[config.mk]
export PLATFORM = sky130hd
export DESIGN_NAME = stage_sequencer
export DESIGN_NICKNAME = d
export VERILOG_FILES = /design/src/rtl/stage_sequencer_pkg.sv /design/src/rtl/opcode_classifier.sv /design/src/rtl/stage_sequencer.sv
export SDC_FILE = /design/constraint.sdc
export NUM_CORES = 1
export LEC_CHECK = 0
export BUFFER_PORTS_ARGS = -buffer_cell sky130_fd_sc_hd__buf_2
export CAP_MARGIN = 20
export CELL_PAD_IN_SITES_DETAIL_PLACEMENT = 0
export CELL_PAD_IN_SITES_GLOBAL_PLACEMENT = 1
export CORE_ASPECT_RATIO = 1.1
export CORE_MARGIN = 3
export CORE_UTILIZATION = 42
export CTS_CLUSTER_DIAMETER = 50
export CTS_CLUSTER_SIZE = 8
export DETAILED_ROUTE_END_ITERATION = 8
export PLACE_DENSITY = 0.81
export RECOVER_POWER = 25
export SLEW_MARGIN = 20
export SYNTH_ARGS = -nofsm -noshare
export SYNTH_HDL_FRONTEND = slang
export SYNTH_SLANG_ARGS = --single-unit
[constraint.sdc]
create_clock -name clk -period 3.3 [get_ports clk]
set_input_delay 0.165 -clock clk [delete_from_list [all_inputs] [get_ports clk]]
set_output_delay 0.165 -clock clk [all_outputs]
set_load 0.01 [all_outputs]
[src/rtl/stage_sequencer_pkg.sv]
// stage_sequencer_pkg: shared stage encodings and RV32 major opcodes for the stage sequencer
package stage_sequencer_pkg;
   localparam int STAGE_WIDTH = 3;
   typedef enum logic [STAGE_WIDTH-1:0] {
      S_FETCH           = 3'd0,
      S_DECODE          = 3'd1,
      S_EXECUTE         = 3'd2,
      S_MEMORY          = 3'd3,
      S_REGISTER_UPDATE = 3'd4,
      S_HALT            = 3'd5
   } stage_t;
   localparam logic [6:0] OP_LUI         = 7'b0110111;
   localparam logic [6:0] OP_AUIPC       = 7'b0010111;
   localparam logic [6:0] OP_JAL         = 7'b1101111;
   localparam logic [6:0] OP_JALR        = 7'b1100111;
   localparam logic [6:0] OP_BRANCH      = 7'b1100011;
   localparam logic [6:0] OP_LOAD        = 7'b0000011;
   localparam logic [6:0] OP_STORE       = 7'b0100011;
   localparam logic [6:0] OP_ALU_OP_IMM  = 7'b0010011;
   localparam logic [6:0] OP_ALU_OP_REGS = 7'b0110011;
endpackage

[src/rtl/opcode_classifier.sv]
// opcode_classifier: flags legal major opcodes and the ones that need a data memory access
module opcode_classifier
   import stage_sequencer_pkg::*;
(
   input  logic [6:0] opcode,
   output logic       legal,
   output logic       is_mem
);
   assign is_mem = opcode inside {OP_LOAD, OP_STORE};
   assign legal  = is_mem || (opcode inside {OP_LUI, OP_AUIPC, OP_JAL, OP_JALR, OP_BRANCH,
                                             OP_ALU_OP_IMM, OP_ALU_OP_REGS});
endmodule

[src/rtl/stage_sequencer.sv]
// stage_sequencer: multi-cycle instruction stage FSM; define STAGE_SKIP_EN to bypass MEMORY for non-memory ops
module stage_sequencer
   import stage_sequencer_pkg::*;
(
   input  logic                   clk,
   input  logic                   reset,
   input  logic [6:0]             opcode,
   input  logic                   mem_ready,
   output logic [STAGE_WIDTH-1:0] stage,
   output logic                   mem_req,
   output logic                   pc_write_enable,
   output logic                   halted,
   output logic [31:0]            retired
);
   stage_t state;
   logic   legal, is_mem;
   opcode_classifier u_classifier (.opcode(opcode), .legal(legal), .is_mem(is_mem));
   assign stage           = state;
   assign mem_req         = (state == S_FETCH) || (state == S_MEMORY && is_mem);
   assign pc_write_enable = (state == S_REGISTER_UPDATE);
   always_ff @(posedge clk or posedge reset)
      if (reset) begin
         state   <= S_FETCH;
         halted  <= 1'b0;
         retired <= '0;
      end else begin
         case (state)
            S_FETCH:           state <= mem_ready ? S_DECODE : S_FETCH;
            S_DECODE: begin
               state  <= legal ? S_EXECUTE : S_HALT;
               halted <= ~legal;
            end
`ifdef STAGE_SKIP_EN
            S_EXECUTE:         state <= is_mem ? S_MEMORY : S_REGISTER_UPDATE;
`else
            S_EXECUTE:         state <= S_MEMORY;
`endif
            S_MEMORY:          state <= (!is_mem || mem_ready) ? S_REGISTER_UPDATE : S_MEMORY;
            S_REGISTER_UPDATE: begin
               state   <= S_FETCH;
               retired <= retired + 32'd1;
            end
            default:           state <= S_HALT;
         endcase
      end
endmodule

Yosys cells after proc, flatten, opt, wreduce, memory -nomap -nowiden
Index checks and enable logic that the tools add are counted.

word-level totals
  bits in registers = 36
  latch bits = 0
  RAM bits = 0
  bits in read-only memories = 0
  output and inout port bits = 38
  word-level logic and storage cells = 30
  memories kept = 0

cells by class
  $add $sub $neg = 1
  multipliers = 0
  div/mod/pow operators = 0
  $lt $le $gt $ge = 0
  equal/unequal tests = 13
  shifts and indexed selects = 0
  muxes and demuxes = 4
  bitwise logic cells = 1
  reductions and logical operators = 8

operators with widths
  operator                                                          count
  32-bit by 1-bit adder with 32-bit output (second input constant)  1
  7-bit by 6-bit == test with 1-bit output (second input constant)  3
  7-bit == test (second input constant)                             3
  3-bit one-hot mux with 5 select lines                             1
  7-bit by 5-bit == test with 1-bit output (second input constant)  2
  7-bit by 2-bit == test with 1-bit output (second input constant)  1
  7-bit nonzero test                                                1
  3-bit by 2-bit == test with 1-bit output (second input constant)  2
  3-bit 2-to-1 mux                                                  2
  3-bit by 1-bit == test with 1-bit output (second input constant)  1
  3-bit == test (second input constant)                             1
  3-bit zero test                                                   1
  1-bit logical OR                                                  3
  2-bit nonzero test                                                1
  1-bit logical AND                                                 1
  1-bit zero test                                                   1
  1-bit 2-to-1 mux                                                  1
  1-bit inverter                                                    1

Logic depth before layout (Yosys ltp)
Gate-level depths: netlist of run 1.

  depth in word-level cells = 6
  depth in mapped cells = 7

Modules after synthesis
From an unflattened synthesis of run 1, not the netlist that was laid out.

unflattened totals
  cell total of the unflattened synthesis = 166
  area, all modules = 1,846.8 um^2

modules (own cells, without submodules)
  module             times used  cells each  area each (um^2)  sequential area each (um^2)
  stage_sequencer    1           158         1,804.2           900.9
  opcode_classifier  1           8           42.5              0.0

Worst setup path before layout of run 1
Ideal clock, no wire load.

  kind = flip-flop to flip-flop
  from = reg state[0], in the netlist stage[0]
  to = reg retired[25]
  library setup time = 126 ps
  data arrival time = 1,771 ps
  required time = 3,174 ps
  slack = 1,404 ps
  stages on the path, launching flop included = 8
  path buffers = 3
  clock period less this slack = 1,896 ps
  path through = dfrtp_1 -> buf_6 -> or3b_1 -> buf_6 -> nor4_4 -> buf_6 -> nand4_1 -> xnor2_1

on the way
  cells in the longest elaborated chain, start to end = 1

RTL lines
  item                      line                   RTL
  start: declaration        stage_sequencer.sv:15  stage_t state;
  start signal: assignment  stage_sequencer.sv:28  S_FETCH: state <= mem_ready ? S_DECODE : S_FETCH;
  start signal: assignment  stage_sequencer.sv:30  state <= legal ? S_EXECUTE : S_HALT;
  start signal: assignment  stage_sequencer.sv:38  S_MEMORY: state <= (!is_mem || mem_ready) ? S_REGISTER_UPDATE : S_MEMORY;
  3-bit == test             stage_sequencer.sv:27  case (state)
  end signal: assignment    stage_sequencer.sv:41  retired <= retired + 32'd1;
  end: declaration          stage_sequencer.sv:13  output logic [31:0] retired

No other way between the ends.
A chain may end at the register's enable or synchronous reset.

Final worst setup path of run 1
  from = reg state[0], in the netlist stage[0]
  to = reg retired[28]

Same word-level chain as after synthesis.

==> impl_metrics.py, run 1 <==
metrics = {
    "sta": {
        "max_clock_freq_mhz": 449,
        "max_slew_margin": -0.273,
        "setup_viol": 0,
        "skew_ns": 0.00579,
        "finalMaxSlewViolations": 37,
        "rsz0062_at_grt": "false",
        "period_share": 0.675,
        "hold_viol": 0,
        "final.min_clock_period_ns": 2.23,
        "setup-tns-final_ns": 0,
        "whs_ns": 0.241,
        "worst_slew_pin_slew_ns": 1.91,
    },
    "final_layout": {
        "layout.nets": 217,
        "diodes": 0,
        "drive_above_1_share": 0.275,
        "syn2layout_area_growth_pct": 20.4,
    },
    "synth": {
        "synth-edff-count": 0,
        "synthTopCellsByCount": "dfrtp_1, xnor2_1, nand3_1, nand4_1, nand2_1",
        "synth.distinct_cells": 32,
        "syn_area_per_cell_sq_um": 11.1,
        "syn_area_sq_um": 1720,
        "yosys.area_share.simple": 0.227,
        "synth_top_cell_by_area": "dfrtp_1",
        "synth_top_family_by_area": "simple AND/OR/NAND/NOR gates",
        "yosys.area_share.adder": 0.00727,
        "ys_ff_latch": 36,
        "ys_seq_area_frac": 0.523,
        "synthesis.nets": 166,
        "synth_flop_cell": "dfrtp_1",
        "synthCells": 155,
        "synth_compound_area_frac": 0.0422,
        "muxShareOfSynthArea": 0,
        "synth_top_area_frac": 0.523,
        "synthXorXnorAreaFrac": 0.158,
        "yosysMostFrequentCell": "dfrtp_1",
        "ys_warn_count": 0,
        "synthArstFlopShare": 1.00,
        "ys_top_cells_by_area": "dfrtp_1, xnor2_1, nand4_1",
    },
    "min_path": {
        "hp-start": "mem_ready",
        "min_path_type": "input port to flip-flop",
    },
    "clock_network": {
        "root_buffer": "clkbuf_8",
        "clockBufferDepth": 2,
        "cts.sinks": 36,
        "cts-htree-levels": 2,
        "cts_buffers": 5,
        "cts_tree": "built",
        "clkSlewWorstSetupHoldPaths_ns": 0.07,
        "clock_latency_ns": 0.28,
        "postCtsSetupRepairBufs": 0,
    },
    "setup_path": {
        "critPathLaunch": "stage[0]",
        "r2r-start": "stage[0]",
        "critPathLaunchType": "flip-flop",
        "critPathRequiredTime_ns": 3.47,
        "path_max_fanout": 11,
        "end_kind": "flip-flop",
        "path_class": "flip-flop to flip-flop",
        "arrival_ns": 2.40,
    },
    "global_routing": {
        "grt_use_total": 0.165,
        "first_global_vias": 1284,
        "grt_first_pass_wirelength_um": 6030,
        "antenna_found_initial": 0,
        "grt_max_degree": 37,
        "globalRouteOverflowTotal": 0,
    },
    "run": {
        "cap_violations": 1,
    },
    "floorplanning": {
        "core_area_sq_um": 3800,
        "ioPinCount": 48,
        "initial_core_util": 0.453,
        "die_w_um": 67.0,
        "die_h_um": 73.2,
        "dieArea_sq_um": 4900,
        "placement_rows": 23,
    },
    "drt": {
        "wl_um": 3620,
        "wl_per_cell_um": 14.1,
        "ant_nets": 0,
        "avgViaCountPerCell": 5.10,
        "first_pass_iters": 2,
        "vias": 1310,
        "drc": 0,
        "dr.first_iter.drc_count": 61,
    },
    "power": {
        "power_leakage_nw": 1.01,
        "vdd_drop_max_v": 0.000384,
        "power_density_nw_per_um2": 533,
    },
    "placement": {
        "place.gp.congestion": 0.762,
        "numPortBuffers": 47,
        "hpwl_um": 2670,
    },
    "run_status": {
        "violations": "capacitance limit, slew limit",
        "status": "finished, violations left",
    },
}
==> logic make-up (layout without fill, tap and decap cells) <==
family,count (synthesis),count (layout)
AOI/OAI and AO/OA,11,11
xor gates and xnor gates,31,31
adders and majority gates,1,1
buffers and inverters,11,63
DFF,36,36
and+or+nand+nor,65,65
==> final timing paths <==
path / endpoint / slack (ns) / cells after the start
setup / recovery: retired[28] / 1.07 / 4
hold / removal: stage[1] / 0.24 / 4
setup reg to reg: retired[28] / 1.07 / 4
hold reg to reg: retired[31] / 0.47 / 1
max in group asynchronous: retired[5] / 1.09 / 4
min in group asynchronous: stage[0] / 1.11 / 4
==> worst max-delay path, stage by stage, from the launching register on <==
cell and delay (ns):
dfrtp_1 0.47, or3b_1 0.58, nor4_4 0.68, nand4_1 0.21, xnor2_1 0.17
==> metrics by stage <==
stage,power (W),instance area [sq um],setup WS (ns),util,std cells
3_5_place_dp,0.000797,1980,1.07,0.520,248
4_1_cts,0.00113,2080,1.04,0.547,257
5_1_grt,0.00117,2070,0.676,0.546,257
2_1_floorplan,0.000726,1720,1.40,-,155
6_report,0.00111,2070,1.07,0.546,257
3_3_place_gp,0.000786,1980,1.12,0.520,248
==> cell type report <==
class	instances	area, sq um
fillers	358	1730
flip-flops and latches	36	901
multi-input cells	108	748
repair buffers	49	249
clock buffers	8	90.1
well taps	50	62.6
inverters	6	22.5
==> flip-flops by register name, summed over array words and instances, names as in the netlist <==
name,cells
stage,3
retired,32
halted,1
==> routing by layer <==
metal,global-route usage,part of all wire
met1,0.197,0.43
met2,0.278,0.50
met3,0.0462,0.049
met4,0.0676,0.017
met5,0,0
==> repair_timing <==
| item | in CTS | in global routing |
|---|---|---|
| resized for setup | 0 | 0 |
| hold buffers | 1 | 0 |
| hold endpoints to repair | 36 | 0 |
==> where the power goes <==
group          switching [W]  total (W)  internal, W
sequential         0.0000663   0.000554     0.000487
clock               0.000146   0.000316     0.000170
combinational       0.000132   0.000235     0.000103
==> layout by cell type (no fill, tap or decap), types with 2 or more instances in the layout <==
master and instances:
nor2_1 8, and4_1 2, nor3b_1 2, nand3_1 13
nor4_4 2, and3_1 3, nand4_1 13, inv_1 6
a21oi_1 4, dfrtp_1 36, xnor2_1 27, buf_2 47
clkbuf_8 6, clkbuf_1 3, nand2_1 12, a21boi_0 2
xor2_1 4
(Power assumes the default switching activity.)
==> run 2, diff against run 1 <==
ABC_AREA = 1   (was not set)
CORE_UTILIZATION = 39   (was 42)
PLACE_DENSITY = 0.77   (was 0.81)
clock period = 2.15 ns   (was 3.3 ns; I/O delays follow)
==> impl_metrics.py, run 2 <==
metrics = {
    "synth": {
        "synth_top_area_frac": 0.407,
        "synth_flop_cell": "dfrtp_1",
        "synthArstFlopShare": 1.00,
        "synth.distinct_cells": 25,
        "synthTopCellsByCount": "nand2_1, dfrtp_1, nor2_1",
        "synthesis.nets": 306,
        "ys_warn_count": 0,
        "ys_ff_latch": 36,
        "synth-edff-count": 0,
        "yosysMostFrequentCell": "nand2_1",
        "syn_area_sq_um": 2210,
        "synth_top_cell_by_area": "dfrtp_1",
        "ys_top_cells_by_area": "dfrtp_1, nand2_1, nor2_1",
        "syn_area_per_cell_sq_um": 7.49,
        "ys_seq_area_frac": 0.407,
        "synthCells": 295,
    },
    "run_status": {
        "status": "finished clean",
    },
    "sta": {
        "setup-tns-final_ns": 0,
        "rsz0062_at_grt": "false",
        "worst_slew_pin_slew_ns": 0.917,
        "skew_ns": 0.0148,
        "final.min_clock_period_ns": 1.63,
        "finalMaxSlewViolations": 0,
        "max_slew_margin": 0.388,
        "layout_setup_ws_ns": 0.516,
        "period_share": 0.760,
        "max_clock_freq_mhz": 612,
        "hold_viol": 0,
        "setup_viol": 0,
    },
    "setup_path": {
        "path_max_fanout": 11,
        "critical_path_buf_inv_count": 1,
        "reg2reg_slack_ns": 0.52,
        "slowest_delay_ns": 0.38,
        "path_cells": "inv_1 > nand2_2 > nor2_4 > nand3_4 > nor2_8 > nand3_1 > nand2_1 > nand2_1",
        "critPathLaunchType": "flip-flop",
        "crit_slowest_cell": "dfrtp_1",
        "critPathRequiredTime_ns": 2.33,
        "cp_top_family": "simple AND/OR/NAND/NOR gates",
        "arrival_ns": 1.82,
        "r2r_end": "retired[25]",
        "r2r-start": "stage[0]",
        "path_class": "flip-flop to flip-flop",
        "cpMostUsedCell": "nand2_1",
        "end_kind": "flip-flop",
        "worst_r2r_path_depth": 8,
    },
    "final_layout": {
        "layout_commonest_cell": "nand2_1",
        "layout.nets": 361,
        "syn2layout_area_growth_pct": 19.1,
        "final_cell_mix": "nand2_1, buf_2, dfrtp_1, nor2_1, inv_1",
        "drive_above_1_share": 0.236,
        "diodes": 0,
        "largest_reg_flops": 32,
        "fin_util": 0.485,
        "regMostFlops": "retired",
    },
    "min_path": {
        "hp-start": "mem_ready",
        "min_path_type": "input port to flip-flop",
        "worstHoldPathCells": 4,
        "min_to": "stage[1]",
    },
    "floorplanning": {
        "dieArea_sq_um": 6610,
        "die_h_um": 85.0,
        "placement_rows": 28,
        "core_area_sq_um": 5430,
        "initial_core_util": 0.407,
        "ioPinCount": 48,
        "die_w_um": 77.8,
    },
    "drt": {
        "dr.first_iter.drc_count": 85,
        "vias": 2028,
        "avgViaCountPerCell": 4.76,
        "drc": 0,
        "first_pass_iters": 4,
        "wl_um": 5460,
        "wl_per_cell_um": 12.8,
        "ant_nets": 0,
    },
    "placement": {
        "dp_slack_ns": 0.518,
        "place.gp.congestion": 0.846,
        "hpwl_um": 4180,
        "numPortBuffers": 47,
    },
    "clock_network": {
        "cts_buffers": 5,
        "cts-htree-levels": 2,
        "root_buffer": "clkbuf_8",
        "clock_latency_ns": 0.29,
        "cts.sinks": 36,
        "clkSlewWorstSetupHoldPaths_ns": 0.07,
        "postCtsSetupRepairBufs": 0,
        "cts_tree": "built",
        "clockBufferDepth": 2,
    },
    "power": {
        "power_leakage_nw": 1.36,
        "vdd_drop_max_v": 0.000298,
        "power_density_nw_per_um2": 459,
    },
    "run": {
        "cap_violations": 0,
    },
    "global_routing": {
        "globalRouteOverflowTotal": 0,
        "grt_max_degree": 37,
        "first_global_vias": 2105,
        "grt_first_pass_wirelength_um": 9700,
        "antenna_found_initial": 0,
        "grt_use_total": 0.183,
    },
}
==> run 2: cells by family after synthesis <==
family / share of synthesized area
AND/OR/NAND/NOR: 0.448
flip-flops: 0.407
buffers and inverters: 0.0543
XOR/XNOR: 0.0668
AO/OA/AOI/OAI: 0.0181
adder cells (fa/ha/maj): 0.00566
==> run 2: worst register-to-register path, delay by kind of cell, from the launching register on <==
kind	cells	cell delay (ns)
buffers and inverters	1	0.14
DFF	1	0.38
and+or+nand+nor	7	1.03
==> run 2: layout make-up <==
| class | instances | area (sq um) |
|---|---|---|
| fill | 555 | 2800 |
| multi-input combinational | 229 | 1190 |
| sequential | 36 | 901 |
| timing repair buffer | 49 | 250 |
| inverter | 29 | 109 |
| tap | 75 | 93.8 |
| clock buffer | 8 | 90.1 |
==> run 2: where the power goes <==
group	internal, W	switching [W]	total (W)
registers	0.000677	0	0.000677
logic	0.0000101	0.0000211	0.0000312
clock network	0.000261	0.000238	0.000500
==> run 2: worst max path at each step <==
stage                     startpoint     endpoint  slack (ns)  cells past startpoint
after floorplan           retired[1]  retired[18]        0.74                      6
after global placement      stage[0]  retired[29]        0.55                      8
after detailed placement    stage[0]  retired[25]        0.52                      8
after CTS                   stage[0]  retired[25]        0.51                      8
after global routing        stage[2]  retired[27]        0.31                      7
final                       stage[0]  retired[25]        0.52                      8
==> run 2: layer usage <==
| metal | GRT usage | wire, um | share of wire | vias up |
|---|---|---|---|---|
| met4 | 0.0615 | 103 | 0.019 | 0 |
| met3 | 0.0478 | 261 | 0.048 | 9 |
| met2 | 0.315 | 2630 | 0.48 | 43 |
| met5 | 0 | 0 | 0 | - |
| met1 | 0.222 | 2460 | 0.45 | 936 |
| li1 | - | - | - | 1040 |
==> run 2: what timing repair did <==
item	4_1_cts	5_1_grt
setup endpoints to repair	0	0
resized for setup	0	0
hold buffers	1	0
endpoints found under the hold margin	36	0
==> run 2: metrics by stage <==
stage | std cells | cell area [sq um] | total power [W] | hold WS, ns
3_3_place_gp | 417 | 2540 | 0.000722 | 0.241
4_1_cts | 426 | 2640 | 0.00123 | 0.169
3_5_place_dp | 417 | 2540 | 0.000722 | 0.254
5_1_grt | 426 | 2630 | 0.00126 | 0.208
2_1_floorplan | 295 | 2210 | 0.000706 | 0.274
6_report | 426 | 2630 | 0.00121 | 0.183
==> run 3, diff against run 2 <==
ABC_AREA = 0   (was 1)
PLACE_DENSITY = 0.76   (was 0.77)
clock period = 1.7 ns   (was 2.15 ns; I/O delays follow)
==> impl_metrics.py, run 3 (synthesis results as in run 1) <==
metrics = {
    "clock_network": {
        "cts.sinks": 36,
        "root_buffer": "clkbuf_8",
        "clkSlewWorstSetupHoldPaths_ns": 0.07,
        "clockBufferDepth": 2,
        "cts_tree": "built",
        "cts_buffers": 5,
        "cts-htree-levels": 2,
        "clock_latency_ns": 0.28,
    },
    "run_status": {
        "status": "finished clean",
    },
    "sta": {
        "rsz0062_at_grt": "true",
        "max_slew_margin": 0.433,
        "hold_viol": 0,
        "skew_ns": 0.00729,
        "max_clock_freq_mhz": 618,
        "period_share": 0.952,
        "setup_viol": 0,
        "finalMaxSlewViolations": 0,
        "layout_setup_ws_ns": 0.0811,
        "whs_ns": 0.163,
        "worst_slew_pin_slew_ns": 0.851,
        "final.min_clock_period_ns": 1.62,
    },
    "drt": {
        "first_pass_iters": 4,
        "wl_per_cell_um": 13.4,
        "vias": 1419,
        "dr.first_iter.drc_count": 41,
        "ant_nets": 0,
        "avgViaCountPerCell": 5.07,
        "wl_um": 3750,
        "drc": 0,
    },
    "floorplanning": {
        "ioPinCount": 48,
        "initial_core_util": 0.418,
        "core_area_sq_um": 4110,
        "die_h_um": 75.7,
        "die_w_um": 69.4,
        "dieArea_sq_um": 5250,
        "placement_rows": 24,
    },
    "placement": {
        "place.gp.congestion": 0.809,
        "numPortBuffers": 47,
        "dp_slack_ns": 0.00485,
        "placed_cells": 266,
        "dpl_cell_area_sq_um": 2180,
        "hpwl_um": 2730,
    },
    "min_path": {
        "min_path_type": "input port to flip-flop",
        "worstHoldPathCells": 4,
    },
    "final_layout": {
        "syn2layout_area_growth_pct": 37.6,
        "stdcell_area_sq_um": 2370,
        "final_cells": 280,
        "regMostFlops": "retired",
        "final_cell_mix": "buf_2, dfrtp_1, xnor2_1, buf_4, nand4_1",
        "drive_above_1_share": 0.421,
        "largest_reg_flops": 32,
        "diodes": 0,
        "layout.nets": 238,
        "fin_util": 0.576,
        "layout_commonest_cell": "buf_2",
    },
    "setup_path": {
        "arrival_ns": 1.79,
        "critPathLaunchType": "flip-flop",
        "crit_slowest_cell": "or3b_4",
        "path_max_fanout": 6,
        "path_cells": "or3b_4 > nor4_4 > buf_4 > buf_12 > nand4_1 > xnor2_1",
        "end_kind": "flip-flop",
        "slowest_delay_ns": 0.45,
        "path_class": "flip-flop to flip-flop",
        "worst_r2r_path_depth": 6,
        "critPathRequiredTime_ns": 1.87,
    },
    "global_routing": {
        "first_global_vias": 1364,
        "antenna_found_initial": 0,
        "grt_use_total": 0.155,
        "globalRouteOverflowTotal": 0,
        "grt_max_degree": 37,
        "grt_first_pass_wirelength_um": 6440,
    },
    "run": {
        "cap_violations": 0,
    },
    "power": {
        "power_leakage_nw": 1.16,
        "vdd_drop_max_v": 0.000873,
        "power_density_nw_per_um2": 1010,
    },
}
-- run 3: changes by cell type in the layout (fill, tap and decap cells not counted), moves of 11 or more --
cell     change
buf_4       +18
nand3_1     -11
nand2_1    -101
xnor2_1     +22
inv_1       -20
nor2_1      -26
-- run 3: path summary, 6_finish.rpt --
check / end / slack, ns / from
setup reg to reg: retired[20] / 0.08 / stage[1]
hold reg to reg: retired[31] / 0.46 / retired[31]
min in group asynchronous: retired[4] / 0.58 / reset
max in group asynchronous: retired[2] / 0.53 / reset
setup / recovery: retired[20] / 0.08 / stage[1]
hold / removal: stage[1] / 0.16 / mem_ready
-- run 3: per-stage QoR --
| stage | total power [W] | TNS (ns) |
|---|---|---|
| final | 0.00239 | 0 |
| after global routing | 0.00255 | 0 |
| after CTS | 0.00241 | 0 |
| after detailed placement | 0.00165 | 0 |
| after global placement | 0.00164 | 0 |
| after floorplan | 0.00141 | -0.799 |
-- run 3: cell type report --
type	instances	area [sq um]
fillers	369	1750
well taps	52	65.1
clock inverters	2	35.0
repair buffers	70	450
clock buffers	6	72.6
inverters	6	22.5
flip-flops and latches	36	902
multi-input cells	108	821
-- run 3: worst max-delay path: cells and delay by family, from the launching register on --
kind / cells / cell delay, ns
xor gates and xnor gates: 1 / 0.14
DFF: 1 / 0.39
and+or+nand+nor: 3 / 0.69
buffers and inverters: 2 / 0.29
-- run 3: timing repair --
item                                   in CTS  in global routing
gates cloned                                0                  1
hold buffers                                1                  0
setup buffers                               0                  4
pin swaps                                   0                  7
endpoints found under the hold margin      36                  0
setup endpoints to repair                   7                 18
gates resized for setup                     1                  3
-- run 3: power by group --
group	internal [W]	switching [W]	total [W]
clock network	0.000435	0.000295	0.000730
registers	0.000949	0.0000773	0.00103
logic	0.000304	0.000332	0.000635
total	0.00169	0.000704	0.00239
-- run 3: per-layer routing --
layer	vias up	part of all wire	wire length, um	GRT usage
met5	-	0	0	0
met4	0	0.012	44	0.0521
met3	6	0.057	212	0.0488
met2	34	0.50	1860	0.255
met1	694	0.44	1630	0.196
li1	685	-	-	-
